## src/rtl/conv_row_scheduler.sv

```systemverilog
// conv_row_scheduler
// Frame-level sequencer for the 1-D row convolution engine. It pulls one
// 32-pixel row at a time from upstream, holds it for the engine, and fires a
// start pulse. When the engine reports done, it captures the 30 results and
// offers them downstream. A watchdog aborts the frame if the engine hangs.
module conv_row_scheduler #(
    parameter int NUM_ROWS       = 32,
    parameter int TIMEOUT_CYCLES = 128,
    parameter int IDX_W          = 5
) (
    input  logic             clk,
    input  logic             rst,
    input  logic             frame_start,
    output logic             frame_busy,
    output logic             frame_done,
    output logic             err_timeout,
    input  logic             row_in_valid,
    output logic             row_in_ready,
    input  logic [255:0]     row_in_data,
    output logic             eng_start,
    output logic [255:0]     eng_row_data,
    input  logic             eng_done,
    input  logic [539:0]     eng_result,
    output logic             res_valid,
    input  logic             res_ready,
    output logic [539:0]     res_data,
    output logic [IDX_W-1:0] res_row_idx,
    output logic             res_last
);

    // The counter runs from the start pulse and must be able to reach TIMEOUT_CYCLES.
    localparam int                   CNT_W    = $clog2(TIMEOUT_CYCLES + 1);
    localparam logic [CNT_W-1:0]     TO_LAST  = CNT_W'(TIMEOUT_CYCLES - 1);
    localparam logic [IDX_W-1:0]     LAST_IDX = IDX_W'(NUM_ROWS - 1);

    typedef enum logic [2:0] {
        S_IDLE,
        S_FETCH,
        S_KICK,
        S_WAIT_ENG,
        S_OUT
    } state_t;

    state_t           r_state;
    state_t           w_state_next;

    logic [IDX_W-1:0] r_row_idx;
    logic [CNT_W-1:0] r_wd_cnt;
    logic             r_err_timeout;
    logic             r_row_in_ready;
    logic             r_eng_start;
    logic             r_res_valid;
    logic             r_frame_done;
    logic [255:0]     r_eng_row_data;
    logic [539:0]     r_res_data;

    logic             w_frame_accept;
    logic             w_row_hs;
    logic             w_res_hs;
    logic             w_eng_capture;
    logic             w_timeout;
    logic             w_last_row;

    // frame_start only counts in IDLE; eng_done only counts in WAIT_ENG.
    assign w_frame_accept = (r_state == S_IDLE) && frame_start;
    assign w_row_hs       = (r_state == S_FETCH) && row_in_valid && r_row_in_ready;
    assign w_res_hs       = r_res_valid && res_ready;
    assign w_eng_capture  = (r_state == S_WAIT_ENG) && eng_done;
    // A done pulse in the last allowed cycle beats the watchdog.
    assign w_timeout      = (r_state == S_WAIT_ENG) && !eng_done && (r_wd_cnt == TO_LAST);
    assign w_last_row     = (r_row_idx == LAST_IDX);

    // State register.
    always_ff @(posedge clk or negedge rst) begin
        if (!rst) begin
            r_state <= S_IDLE;
        end else begin
            // NOTE: sequential state is always updated with non-blocking
            // assignments so every register samples pre-edge values.
            r_state <= w_state_next;
        end
    end

    // Next-state decode.
    always_comb begin
        // NOTE: the default assignment first keeps this block free of
        // inferred latches on paths that do not change state.
        w_state_next = r_state;
        case (r_state)
            S_IDLE:     if (w_frame_accept) w_state_next = S_FETCH;
            S_FETCH:    if (w_row_hs)       w_state_next = S_KICK;
            S_KICK:                         w_state_next = S_WAIT_ENG;
            S_WAIT_ENG: begin
                if (w_eng_capture)          w_state_next = S_OUT;
                else if (w_timeout)         w_state_next = S_IDLE;
            end
            S_OUT: begin
                if (w_res_hs)               w_state_next = w_last_row ? S_IDLE : S_FETCH;
            end
            default:                        w_state_next = S_IDLE;
        endcase
    end

    // Handshake and pulse outputs are registered from the next state so they line up with it.
    always_ff @(posedge clk or negedge rst) begin
        if (!rst) begin
            r_row_in_ready <= 1'b0;
            r_eng_start    <= 1'b0;
            r_res_valid    <= 1'b0;
            r_frame_done   <= 1'b0;
        end else begin
            r_row_in_ready <= (w_state_next == S_FETCH);
            r_eng_start    <= (w_state_next == S_KICK);
            r_res_valid    <= (w_state_next == S_OUT);
            r_frame_done   <= w_res_hs && w_last_row;
        end
    end

    // Sticky watchdog flag, cleared only when a new frame is accepted.
    always_ff @(posedge clk or negedge rst) begin
        if (!rst) begin
            r_err_timeout <= 1'b0;
        end else if (w_frame_accept) begin
            r_err_timeout <= 1'b0;
        end else if (w_timeout) begin
            r_err_timeout <= 1'b1;
        end
    end

    // Row index and watchdog counter; the counter restarts as the row is taken,
    // so its value equals the number of cycles elapsed since the start pulse.
    always_ff @(posedge clk or negedge rst) begin
        if (!rst) begin
            r_row_idx <= '0;
            r_wd_cnt  <= '0;
        end else begin
            if (w_frame_accept) begin
                r_row_idx <= '0;
            end else if (w_res_hs && !w_last_row) begin
                r_row_idx <= r_row_idx + 1'b1;
            end

            if (w_row_hs) begin
                r_wd_cnt <= '0;
            end else if ((r_state == S_KICK) || (r_state == S_WAIT_ENG)) begin
                r_wd_cnt <= r_wd_cnt + 1'b1;
            end
        end
    end

    // Row and result holding registers; the engine reads the row serially, so it
    // only changes on a row handshake.
    always_ff @(posedge clk or negedge rst) begin
        if (!rst) begin
            // NOTE: these wide data registers are reset on purpose so every
            // output reads zero after reset, not just the control flags.
            r_eng_row_data <= '0;
            r_res_data     <= '0;
        end else begin
            if (w_row_hs) begin
                r_eng_row_data <= row_in_data;
            end
            if (w_eng_capture) begin
                r_res_data <= eng_result;
            end
        end
    end

    assign frame_busy   = (r_state != S_IDLE);
    assign frame_done   = r_frame_done;
    assign err_timeout  = r_err_timeout;
    assign row_in_ready = r_row_in_ready;
    assign eng_start    = r_eng_start;
    assign eng_row_data = r_eng_row_data;
    assign res_valid    = r_res_valid;
    assign res_data     = r_res_data;
    assign res_row_idx  = r_row_idx;
    assign res_last     = r_res_valid && w_last_row;

endmodule

```

## config.mk

```make
export PLATFORM = sky130hd
export DESIGN_NAME = conv_row_scheduler
export DESIGN_NICKNAME = d
export VERILOG_FILES = /design/src/rtl/conv_row_scheduler.sv
export SDC_FILE = /design/constraint.sdc
export NUM_CORES = 1
export LEC_CHECK = 0
export BUFFER_PORTS_ARGS = -buffer_cell sky130_fd_sc_hd__buf_2
export CAP_MARGIN = 10
export CORE_AREA = 2 2 627 629
export CTS_CLUSTER_SIZE = 16
export DETAILED_ROUTE_END_ITERATION = 10
export DIE_AREA = 0 0 629 631
export SLEW_MARGIN = 15
export SYNTH_ARGS = -nofsm -noshare
export SYNTH_HDL_FRONTEND = slang
export SYNTH_SLANG_ARGS = --single-unit
```

## constraint.sdc

```tcl
create_clock -name clk -period 3.28 [get_ports clk]
set_clock_uncertainty 0.15 [all_clocks]
set_input_delay 0.492 -clock clk [delete_from_list [all_inputs] [get_ports clk]]
set_output_delay 0.492 -clock clk [all_outputs]
set_load 0.01 [all_outputs]
```

==> results.py, run 1 <==
metrics = {
    "route": {
        "wire_length_per_cell_um": 29.5,
        "drc_markers": 0,
        "drt_first_pass_iters": 5,
        "drt_iter0_drc": 1396,
        "dr_total_vias": 27700,
        "vias_per_cell": 2.86,
        "final_antenna_net_count": 0,
        "wirelength_um": 285000,
    },
    "clock_tree": {
        "worst_path_clk_slew_ns": 0.06,
        "ctsLongestPathBuffers": 4,
        "postCtsSetupRepairBufs": 0,
        "cts.htree.levels": 3,
        "worst_skew_pair.late_latency_ns": 0.86,
        "cts_tree": "yes",
        "cts_made_buffers": 115,
        "root_buffer": "sky130_fd_sc_hd__clkbuf_16",
        "cts.sink_count": 817,
        "post_cts.resized_instances": 0,
    },
    "global_routing": {
        "global_route_wire_length_before_repair_um": 348000,
        "met2_usage_pct": 23.6,
        "grtUsageTotal_pct": 13.9,
        "grt_max_degree": 85,
        "top_usage_layer": "met2",
        "number_of_antenna_violations_at_the_first_check_in_global_routing": 342,
        "gr_layer_usage_met1_pct": 13.1,
        "globalRoute.totalOverflow": 0,
        "global_route.usage.met3_pct": 9.36,
        "first_global_vias": 28700,
    },
    "placement": {
        "number_of_instances_in_the_placed_design": 8577,
        "placed_area_sq_um": 45200,
        "placement.io_buffers": 1609,
        "gp_routability_congestion": 0.935,
        "placed_wire_length_estimate_um": 250000,
    },
    "critical_path": {
        "worst_ep_required_time_ns": 2.64,
        "critPathArrivalTime_ns": 2.27,
        "criticalPathCategory": "flip-flop to output pin",
        "setup.worst_path.end_class": "output pin",
        "worst_setup_path_startpoint": "res_row_idx[0]",
        "path_max_fanout": 4,
        "worstSetupStartpointType": "flip-flop",
        "worst_r2r_startpoint": "r_state[2]",
    },
    "job": {
        "maxCapViolations": 0,
    },
    "power": {
        "comb_power_share_pct": 43.0,
        "pwr-share-clk_pct": 23.8,
        "pleak_nw": 25.5,
        "cell_internal_pwr_mw": 31.2,
        "power.ir.vdd_worst_uv": 475,
        "sw_frac_of_total_pct": 42.6,
        "p_per_area_nw_per_um2": 948,
        "power.sequential.fraction_pct": 33.2,
        "net_switching_power_mw": 23.1,
    },
    "synth": {
        "post_synth_num_cell_types": 29,
        "synth_seq_cells": 817,
        "synthesis.area_sq_um": 30500,
        "yosysWarningCount": 0,
        "netlist_instances": 1778,
        "seq_area_frac_synth_pct": 67.1,
        "postSynthAreaPerCell_sq_um": 17.1,
        "synth_nets": 2583,
    },
    "floorplanning": {
        "die-width_um": 629,
        "die_height_um": 631,
        "die-area_sq_um": 397000,
        "std_cell_rows": 230,
        "pin_count": 1610,
        "coreArea_sq_um": 391000,
        "start_util_pct": 7.80,
    },
    "timing": {
        "period_share_pct": 88.8,
        "grt_setup_unrepaired": "no",
        "hold_slack_ns": 0.231,
        "transition_at_the_pin_with_the_smallest_max_transition_slack_ns": 0.599,
        "relative_slew_margins_pct": 60.0,
        "period_minus_slack_ns": 2.91,
        "timing.final.hold_violations": 0,
        "achievable-frequency_mhz": 343,
        "setup_tns_ns": 0,
        "slew_viol_final": 0,
        "setup_violations": 0,
    },
    "layout": {
        "final_net_count": 5083,
        "postLayoutCellArea_sq_um": 57200,
        "multi_input_area_sq_um": 9410,
        "finish.cell_count_without_fillers": 9682,
        "final_cell_mix": "sky130_fd_sc_hd__buf_2, sky130_fd_sc_hd__dfrtp_1, sky130_fd_sc_hd__dlygate4sd3_1",
        "final_layout_size_suffix_gt1_share_pct": 51.5,
        "area.growth.synth_to_final_pct": 87.9,
        "final.fill_count": 43900,
        "final_common_cell": "sky130_fd_sc_hd__buf_2",
        "final-seq-area_sq_um": 20400,
    },
    "hold_path": {
        "worst_hold_path_type": "primary input to flip-flop",
        "hold_path_startpoint": "eng_result[272]",
    },
    "outcome": {
        "run_status": "finished, final reports clean",
    },
}
final timing paths:
kind	slack [ns]	to	cells after the start
min	0.23	res_data[272]	3
max reg2reg	0.98	eng_row_data[48]	5
min reg2reg	0.33	eng_row_data[241]	1
max in group asynchronous	0.98	res_data[409]	4
min in group asynchronous	0.60	res_data[407]	3
max	0.37	res_last	5
logic make-up after synthesis:
| logic type | count (synthesis) | synth area share (%) |
|---|---|---|
| mux | 797 | 29.5 |
| simple gates | 48 | 0.809 |
| compound gates | 12 | 0.222 |
| flops | 817 | 67.1 |
| xor+xnor | 9 | 0.259 |
| fa+ha+maj | 3 | 0.123 |
| buf+inv | 92 | 2.02 |
power groups by stage:
stage,clock network [mW],logic [mW],registers (mW)
after CTS,13.5,24.1,18.0
final,12.9,23.3,18.0
after detailed placement,0,22.9,18.1
after global routing,13.8,24.9,18.7
after global placement,0,22.9,17.9
after floorplan,0,5.65,20.1
stage by stage:
step / worst slack, ns / util (%) / power [mW]
floorplan: 1.39 / - / 25.7
global placement: 0.899 / 11.6 / 40.8
detailed placement: 0.879 / 11.6 / 41.0
CTS: 0.263 / 14.6 / 55.6
global route: 0.252 / 14.6 / 57.4
finish: 0.367 / 14.6 / 54.3
cell usage after synthesis:
cell type	number	area share, %
sky130_fd_sc_hd__and2_1	3	0.062
sky130_fd_sc_hd__nor4bb_1	1	0.033
sky130_fd_sc_hd__or3_1	2	0.041
sky130_fd_sc_hd__a21oi_1	5	0.082
sky130_fd_sc_hd__nand4b_1	2	0.058
sky130_fd_sc_hd__mux2_2	399	15
sky130_fd_sc_hd__nor2_1	15	0.18
sky130_fd_sc_hd__o31a_1	1	0.029
sky130_fd_sc_hd__o32ai_1	1	0.029
sky130_fd_sc_hd__clkbuf_1	2	0.025
sky130_fd_sc_hd__and3_1	4	0.082
sky130_fd_sc_hd__dfrtp_1	817	67
sky130_fd_sc_hd__o21ai_0	5	0.082
sky130_fd_sc_hd__buf_4	64	1.6
sky130_fd_sc_hd__nor3_1	1	0.016
sky130_fd_sc_hd__inv_1	1	0.012
sky130_fd_sc_hd__xnor2_1	2	0.058
sky130_fd_sc_hd__clkbuf_2	1	0.016
sky130_fd_sc_hd__xor2_1	7	0.20
sky130_fd_sc_hd__and3b_1	1	0.029
sky130_fd_sc_hd__nand2_1	9	0.11
sky130_fd_sc_hd__nand4_1	4	0.082
sky130_fd_sc_hd__nand3_1	3	0.049
sky130_fd_sc_hd__buf_2	24	0.39
sky130_fd_sc_hd__mux2i_1	1	0.033
sky130_fd_sc_hd__nand2b_1	2	0.041
sky130_fd_sc_hd__nor2b_1	1	0.021
sky130_fd_sc_hd__mux2_1	397	15
sky130_fd_sc_hd__ha_1	3	0.12
flip-flops by register name (all words and copies together) (netlist names):
name	flops
eng_row_data	256
eng_start	1
err_timeout	1
frame_done	1
r_state	3
r_wd_cnt	8
res_data	540
res_row_idx	5
res_valid	1
row_in_ready	1
repair_timing:
| action | in CTS | in global routing |
|---|---|---|
| hold buffers | 804 | 0 |
| endpoints found under the hold margin | 1111 | 0 |
| endpoints found under the setup margin | 0 | 0 |
layout make-up:
type	instances	area share, %
clock buffers	158	5.61
inverters	1	0.00656
flip-flops and latches	817	35.7
clock inverters	49	0.979
repair buffers	2474	29.4
multi-input cells	869	16.4
diodes	94	0.411
well taps	5220	11.4
routing by layer:
metal	up-vias	wire length (um)
li1	11500	-
met1	13600	92100
met2	1803	134000
met3	788	42600
met4	66	15900
met5	-	442
worst max-delay path: stages (launching register included):
cell and delay, ns:
sky130_fd_sc_hd__dfrtp_1 0.42, sky130_fd_sc_hd__ha_1 0.23, sky130_fd_sc_hd__and3_1 0.20, sky130_fd_sc_hd__ha_1 0.25, sky130_fd_sc_hd__and2_1 0.18, sky130_fd_sc_hd__buf_2 0.15
No activity file was read; power rests on OpenSTA's default activity.
==> run 2: changes to the inputs <==
CELL_PAD_IN_SITES_DETAIL_PLACEMENT = 0   (was default)
CELL_PAD_IN_SITES_GLOBAL_PLACEMENT = 1   (was default)
CORE_AREA = 2 2 632 634   (was 2 2 627 629)
DIE_AREA = 0 0 634 636   (was 0 0 629 631)
PLACE_DENSITY_LB_ADDON = 0.1   (was default)
==> results.py, run 2 (synthesis gave the netlist of run 1 again) <==
metrics = {
    "route": {
        "drc_markers": 0,
        "drt_first_pass_iters": 6,
        "dr_total_vias": 25700,
        "drt_iter0_drc": 708,
        "vias_per_cell": 2.64,
        "wirelength_um": 210000,
        "final_antenna_net_count": 0,
        "wire_length_per_cell_um": 21.6,
    },
    "placement": {
        "placed_wire_length_estimate_um": 174000,
        "dp_slack_ns": 0.667,
        "placement.io_buffers": 1609,
        "gp_routability_congestion": 0.746,
    },
    "clock_tree": {
        "worst_skew_pair.late_latency_ns": 0.82,
        "ctsLongestPathBuffers": 4,
        "post_cts.resized_instances": 0,
        "post_cts_hold_buffer_count": 803,
        "cts_tree": "yes",
        "cts_made_buffers": 137,
        "postCtsSetupRepairBufs": 0,
        "worst_path_clk_slew_ns": 0.05,
        "cts.sink_count": 817,
        "cts.htree.levels": 4,
        "root_buffer": "sky130_fd_sc_hd__clkbuf_16",
    },
    "critical_path": {
        "reg2reg_depth": 4,
        "worstSetupStartpointType": "flip-flop",
        "worst_r2r_startpoint": "r_state[1]",
        "criticalPathCategory": "flip-flop to output pin",
        "critPathArrivalTime_ns": 2.20,
        "r2r-end": "res_data[211]",
        "path_max_fanout": 4,
        "setup.reg_to_reg.worst_slack_ns": 0.66,
        "worst_ep_required_time_ns": 2.64,
        "setup.worst_path.end_class": "output pin",
    },
    "global_routing": {
        "first_global_vias": 28500,
        "grtUsageTotal_pct": 10.1,
        "globalRoute.totalOverflow": 0,
        "grt_max_degree": 85,
        "global_route_wire_length_before_repair_um": 276000,
        "number_of_antenna_violations_at_the_first_check_in_global_routing": 82,
    },
    "floorplanning": {
        "start_util_pct": 7.67,
        "coreArea_sq_um": 397000,
        "die-area_sq_um": 403000,
        "pin_count": 1610,
        "die_height_um": 636,
        "std_cell_rows": 232,
        "die-width_um": 634,
    },
    "timing": {
        "grt_setup_unrepaired": "no",
        "slew_viol_final": 0,
        "setup_tns_ns": 0,
        "period_minus_slack_ns": 2.85,
        "period_share_pct": 86.8,
        "setup_violations": 0,
        "transition_at_the_pin_with_the_smallest_max_transition_slack_ns": 0.916,
        "achievable-frequency_mhz": 351,
        "timing.final.hold_violations": 0,
        "final_critical_path_setup_slack_ns": 0.434,
        "relative_slew_margins_pct": 38.9,
    },
    "layout": {
        "final-seq-area_sq_um": 20400,
        "largest_register_ffs": 540,
        "final_layout_size_suffix_gt1_share_pct": 51.7,
        "area.growth.synth_to_final_pct": 90.4,
        "multi_input_area_sq_um": 9410,
        "final_common_cell": "sky130_fd_sc_hd__buf_2",
        "final.fill_count": 44800,
        "final_core_utilization_pct": 14.6,
        "final_cell_mix": "sky130_fd_sc_hd__buf_2, sky130_fd_sc_hd__dfrtp_1, sky130_fd_sc_hd__dlygate4sd3_1",
        "final_net_count": 5131,
    },
    "job": {
        "maxCapViolations": 0,
    },
    "power": {
        "total_power_mw": 52.6,
        "power.ir.vdd_worst_uv": 346,
        "pleak_nw": 26.0,
        "p_per_area_nw_per_um2": 907,
    },
    "hold_path": {
        "worst_hold_path_type": "primary input to async pin",
    },
    "outcome": {
        "run_status": "finished, final reports clean",
    },
}
==> run 2: cell types whose count changed in the layout (fill, tap and decap cells not counted), sizes merged <==
cell	delta
clkinvlp	-3
bufinv	-3
dlygate4sd3	-1
buf	+27
inv	-8
clkinv	-7
clkbuf	+50
diode	-55
==> run 2: layer usage <==
layer	global-route usage, %	share of wire (%)
met1	11.4	39
met2	18.6	52
met3	3.17	7.4
met4	1.75	1.7
met5	0	0.096
==> run 2: report_power, final <==
part	switching, mW	internal [mW]
clock network	5.78	8.89
logic	11.2	8.52
registers	3.10	15.2
==> run 2: worst max-delay path, cell delays in order, from the launching register on <==
cell and delay [ns]:
sky130_fd_sc_hd__dfrtp_1 0.42, sky130_fd_sc_hd__ha_1 0.23, sky130_fd_sc_hd__and3_1 0.18, sky130_fd_sc_hd__ha_1 0.22
sky130_fd_sc_hd__and2_1 0.18, sky130_fd_sc_hd__buf_2 0.15
==> run 2: cell type report <==
type | count | share of cell area, %
Clock inverter | 28 | 0.597
Timing Repair Buffer | 2500 | 29.5
Clock buffer | 208 | 6.91
Sequential cell | 817 | 35.2
Inverter | 1 | 0.00647
Tap cell | 5265 | 11.4
Antenna cell | 39 | 0.168
Multi-Input combinational cell | 869 | 16.2
==> run 2: worst max path at each step <==
stage / from / to / cells after the start
finish: res_row_idx[0] / res_last / 5
global route: res_row_idx[0] / res_last / 5
CTS: res_row_idx[0] / res_last / 5
detailed placement: eng_done / res_data[37] / 5
global placement: eng_done / res_data[32] / 5
floorplan: res_row_idx[0] / res_row_idx[3] / 6
==> run 2: metrics by stage <==
step / instance area [sq um] / hold WS, ns / std cells
2_1_floorplan: 30500 / 0.0464 / 1778
3_3_place_gp: 45500 / 0.318 / 8649
3_5_place_dp: 45500 / 0.321 / 8649
4_1_cts: 57900 / 0.134 / 9688
5_1_grt: 58000 / 0.167 / 9704
6_report: 58000 / 0.195 / 9727
==> run 3: changes to the inputs <==
CORE_AREA = 2 2 624 626   (was 2 2 632 634)
CTS_BUF_LIST = sky130_fd_sc_hd__clkbuf_8   (was default)
DIE_AREA = 0 0 626 628   (was 0 0 634 636)
==> results.py, run 3 (synthesis gave the netlist of run 1 again) <==
metrics = {
    "hold_path": {
        "worst_hold_path_type": "primary input to flip-flop",
        "hold_path_startpoint": "eng_result[492]",
    },
    "power": {
        "power.sequential.fraction_pct": 35.6,
        "p_per_area_nw_per_um2": 847,
        "total_power_mw": 51.2,
        "comb_power_share_pct": 39.5,
        "sw_frac_of_total_pct": 39.7,
        "net_switching_power_mw": 20.3,
        "pwr-share-clk_pct": 24.9,
        "pleak_nw": 27.3,
        "power.ir.vdd_worst_uv": 294,
        "cell_internal_pwr_mw": 30.9,
    },
    "floorplanning": {
        "die_height_um": 628,
        "coreArea_sq_um": 387000,
        "start_util_pct": 7.87,
        "die-width_um": 626,
        "pin_count": 1610,
        "die-area_sq_um": 393000,
        "std_cell_rows": 229,
    },
    "layout": {
        "final.fill_count": 43700,
        "multi_input_area_sq_um": 9410,
        "largest_register_ffs": 540,
        "final_cell_mix": "sky130_fd_sc_hd__buf_2, sky130_fd_sc_hd__dlygate4sd3_1, sky130_fd_sc_hd__dfrtp_1",
        "finish.cell_count_without_fillers": 10100,
        "final_common_cell": "sky130_fd_sc_hd__buf_2",
        "final_layout_size_suffix_gt1_share_pct": 48.6,
        "final_net_count": 5486,
        "final-seq-area_sq_um": 20400,
        "area.growth.synth_to_final_pct": 98.6,
    },
    "outcome": {
        "run_status": "finished, final reports clean",
    },
    "route": {
        "dr_total_vias": 27100,
        "drc_markers": 0,
        "drt_first_pass_iters": 5,
        "vias_per_cell": 2.69,
        "drt_iter0_drc": 667,
        "wire_length_per_cell_um": 21.3,
        "final_antenna_net_count": 0,
        "wirelength_um": 214000,
    },
    "critical_path": {
        "worst_ep_required_time_ns": 2.64,
        "worst_setup_path_startpoint": "res_row_idx[0]",
        "worstSetupStartpointType": "flip-flop",
        "critPathMostFrequentCell": "sky130_fd_sc_hd__ha_1",
        "worst_r2r_startpoint": "r_state[1]",
        "criticalPathCategory": "flip-flop to output pin",
        "worst_path_largest_cell_delay_ns": 0.44,
        "path_cells": "ha_1 > and3_1 > ha_1 > and2_1 > buf_2",
        "setup.worst_path.end_class": "output pin",
        "critPathArrivalTime_ns": 2.38,
        "critPathSlowestCell": "sky130_fd_sc_hd__dfrtp_1",
        "path_max_fanout": 4,
    },
    "timing": {
        "grt_setup_unrepaired": "no",
        "setup_tns_ns": 0,
        "relative_slew_margins_pct": 50.3,
        "achievable-frequency_mhz": 331,
        "transition_at_the_pin_with_the_smallest_max_transition_slack_ns": 0.745,
        "hold_slack_ns": 0.183,
        "setup_violations": 0,
        "period_minus_slack_ns": 3.02,
        "period_share_pct": 92.0,
        "slew_viol_final": 0,
        "timing.final.hold_violations": 0,
    },
    "clock_tree": {
        "post_cts_hold_buffer_count": 1124,
        "postCtsSetupRepairBufs": 0,
        "worst_skew_pair.late_latency_ns": 0.97,
        "post_cts.resized_instances": 0,
        "cts_tree": "yes",
        "cts.htree.levels": 4,
        "worst_path_clk_slew_ns": 0.06,
        "cts.sink_count": 817,
        "ctsLongestPathBuffers": 4,
        "root_buffer": "sky130_fd_sc_hd__clkbuf_8",
        "cts_made_buffers": 196,
    },
    "global_routing": {
        "global_route_wire_length_before_repair_um": 283000,
        "grt_max_degree": 88,
        "globalRoute.totalOverflow": 0,
        "number_of_antenna_violations_at_the_first_check_in_global_routing": 86,
        "first_global_vias": 30500,
        "grtUsageTotal_pct": 10.6,
    },
    "placement": {
        "placement.io_buffers": 1609,
        "placed_wire_length_estimate_um": 173000,
        "gp_routability_congestion": 0.800,
        "number_of_instances_in_the_placed_design": 8556,
    },
    "job": {
        "maxCapViolations": 0,
    },
}
## run 3: cell types whose count changed in the layout (fill, tap and decap cells not counted), moves of 3 or more
cell,delta
sky130_fd_sc_hd__dlygate4sd3_1,+320
sky130_fd_sc_hd__clkbuf_8,+223
sky130_fd_sc_hd__clkbuf_16,-142
sky130_fd_sc_hd__inv_1,+69
sky130_fd_sc_hd__clkbuf_1,-45
sky130_fd_sc_hd__buf_4,-23
sky130_fd_sc_hd__diode_2,+6
sky130_fd_sc_hd__bufinv_16,-3
sky130_fd_sc_hd__inv_12,+3
sky130_fd_sc_hd__inv_6,-3
## run 3: worst paths after layout
kind                                      to  slack [ns]  cells after the start
min                            res_data[492]        0.18                      3
max reg2reg                    res_data[167]        0.83                      4
max                                 res_last        0.26                      5
max in group asynchronous  eng_row_data[118]        2.00                      4
min in group asynchronous       res_data[60]        0.29                      3
min reg2reg                    res_data[303]        0.33                      1
## run 3: final cells by class
| type | count | share of cell area [%] |
|---|---|---|
| antenna | 45 | 0.186 |
| clock buffer | 244 | 5.55 |
| clock inverter | 96 | 0.908 |
| inverter | 1 | 0.00620 |
| multi-input combinational | 869 | 15.6 |
| sequential | 817 | 33.8 |
| tap | 5197 | 10.7 |
| timing repair buffer | 2796 | 33.3 |
## run 3: power by group through the flow
stage	Sequential [mW]	Combinational [mW]	Clock, mW
detailed placement	18.5	19.7	0
floorplan	20.1	5.65	0
CTS	18.4	21.1	13.7
finish	18.3	20.2	12.8
global route	19.0	21.7	14.1
global placement	18.5	19.8	0
## run 3: metal layers
layer,wire length (um),GRT usage [%],share of wire (%),vias to the layer above
met5,254,0,0.12,-
met4,6980,3.16,3.3,40
met3,19000,4.12,8.9,365
met2,108000,19.0,50,1090
met1,79700,11.4,37,13400
li1,-,-,-,12200
## run 3: critical path, delay by kind of cell (launching register included)
family                   cells  cell delay [ns]
AND/OR/NAND/NOR              2             0.36
flip-flops                   1             0.44
buffers and inverters        1             0.15
adder cells (fa/ha/maj)      2             0.46
## run 3: per-stage QoR
stage	worst slack, ns	util, %	area, sq um
after CTS	0.0452	15.6	60400
final	0.262	15.6	60500
after detailed placement	0.873	11.7	45200
after floorplan	1.39	-	30500
after global placement	0.889	11.7	45200
after global routing	0.0257	15.6	60400
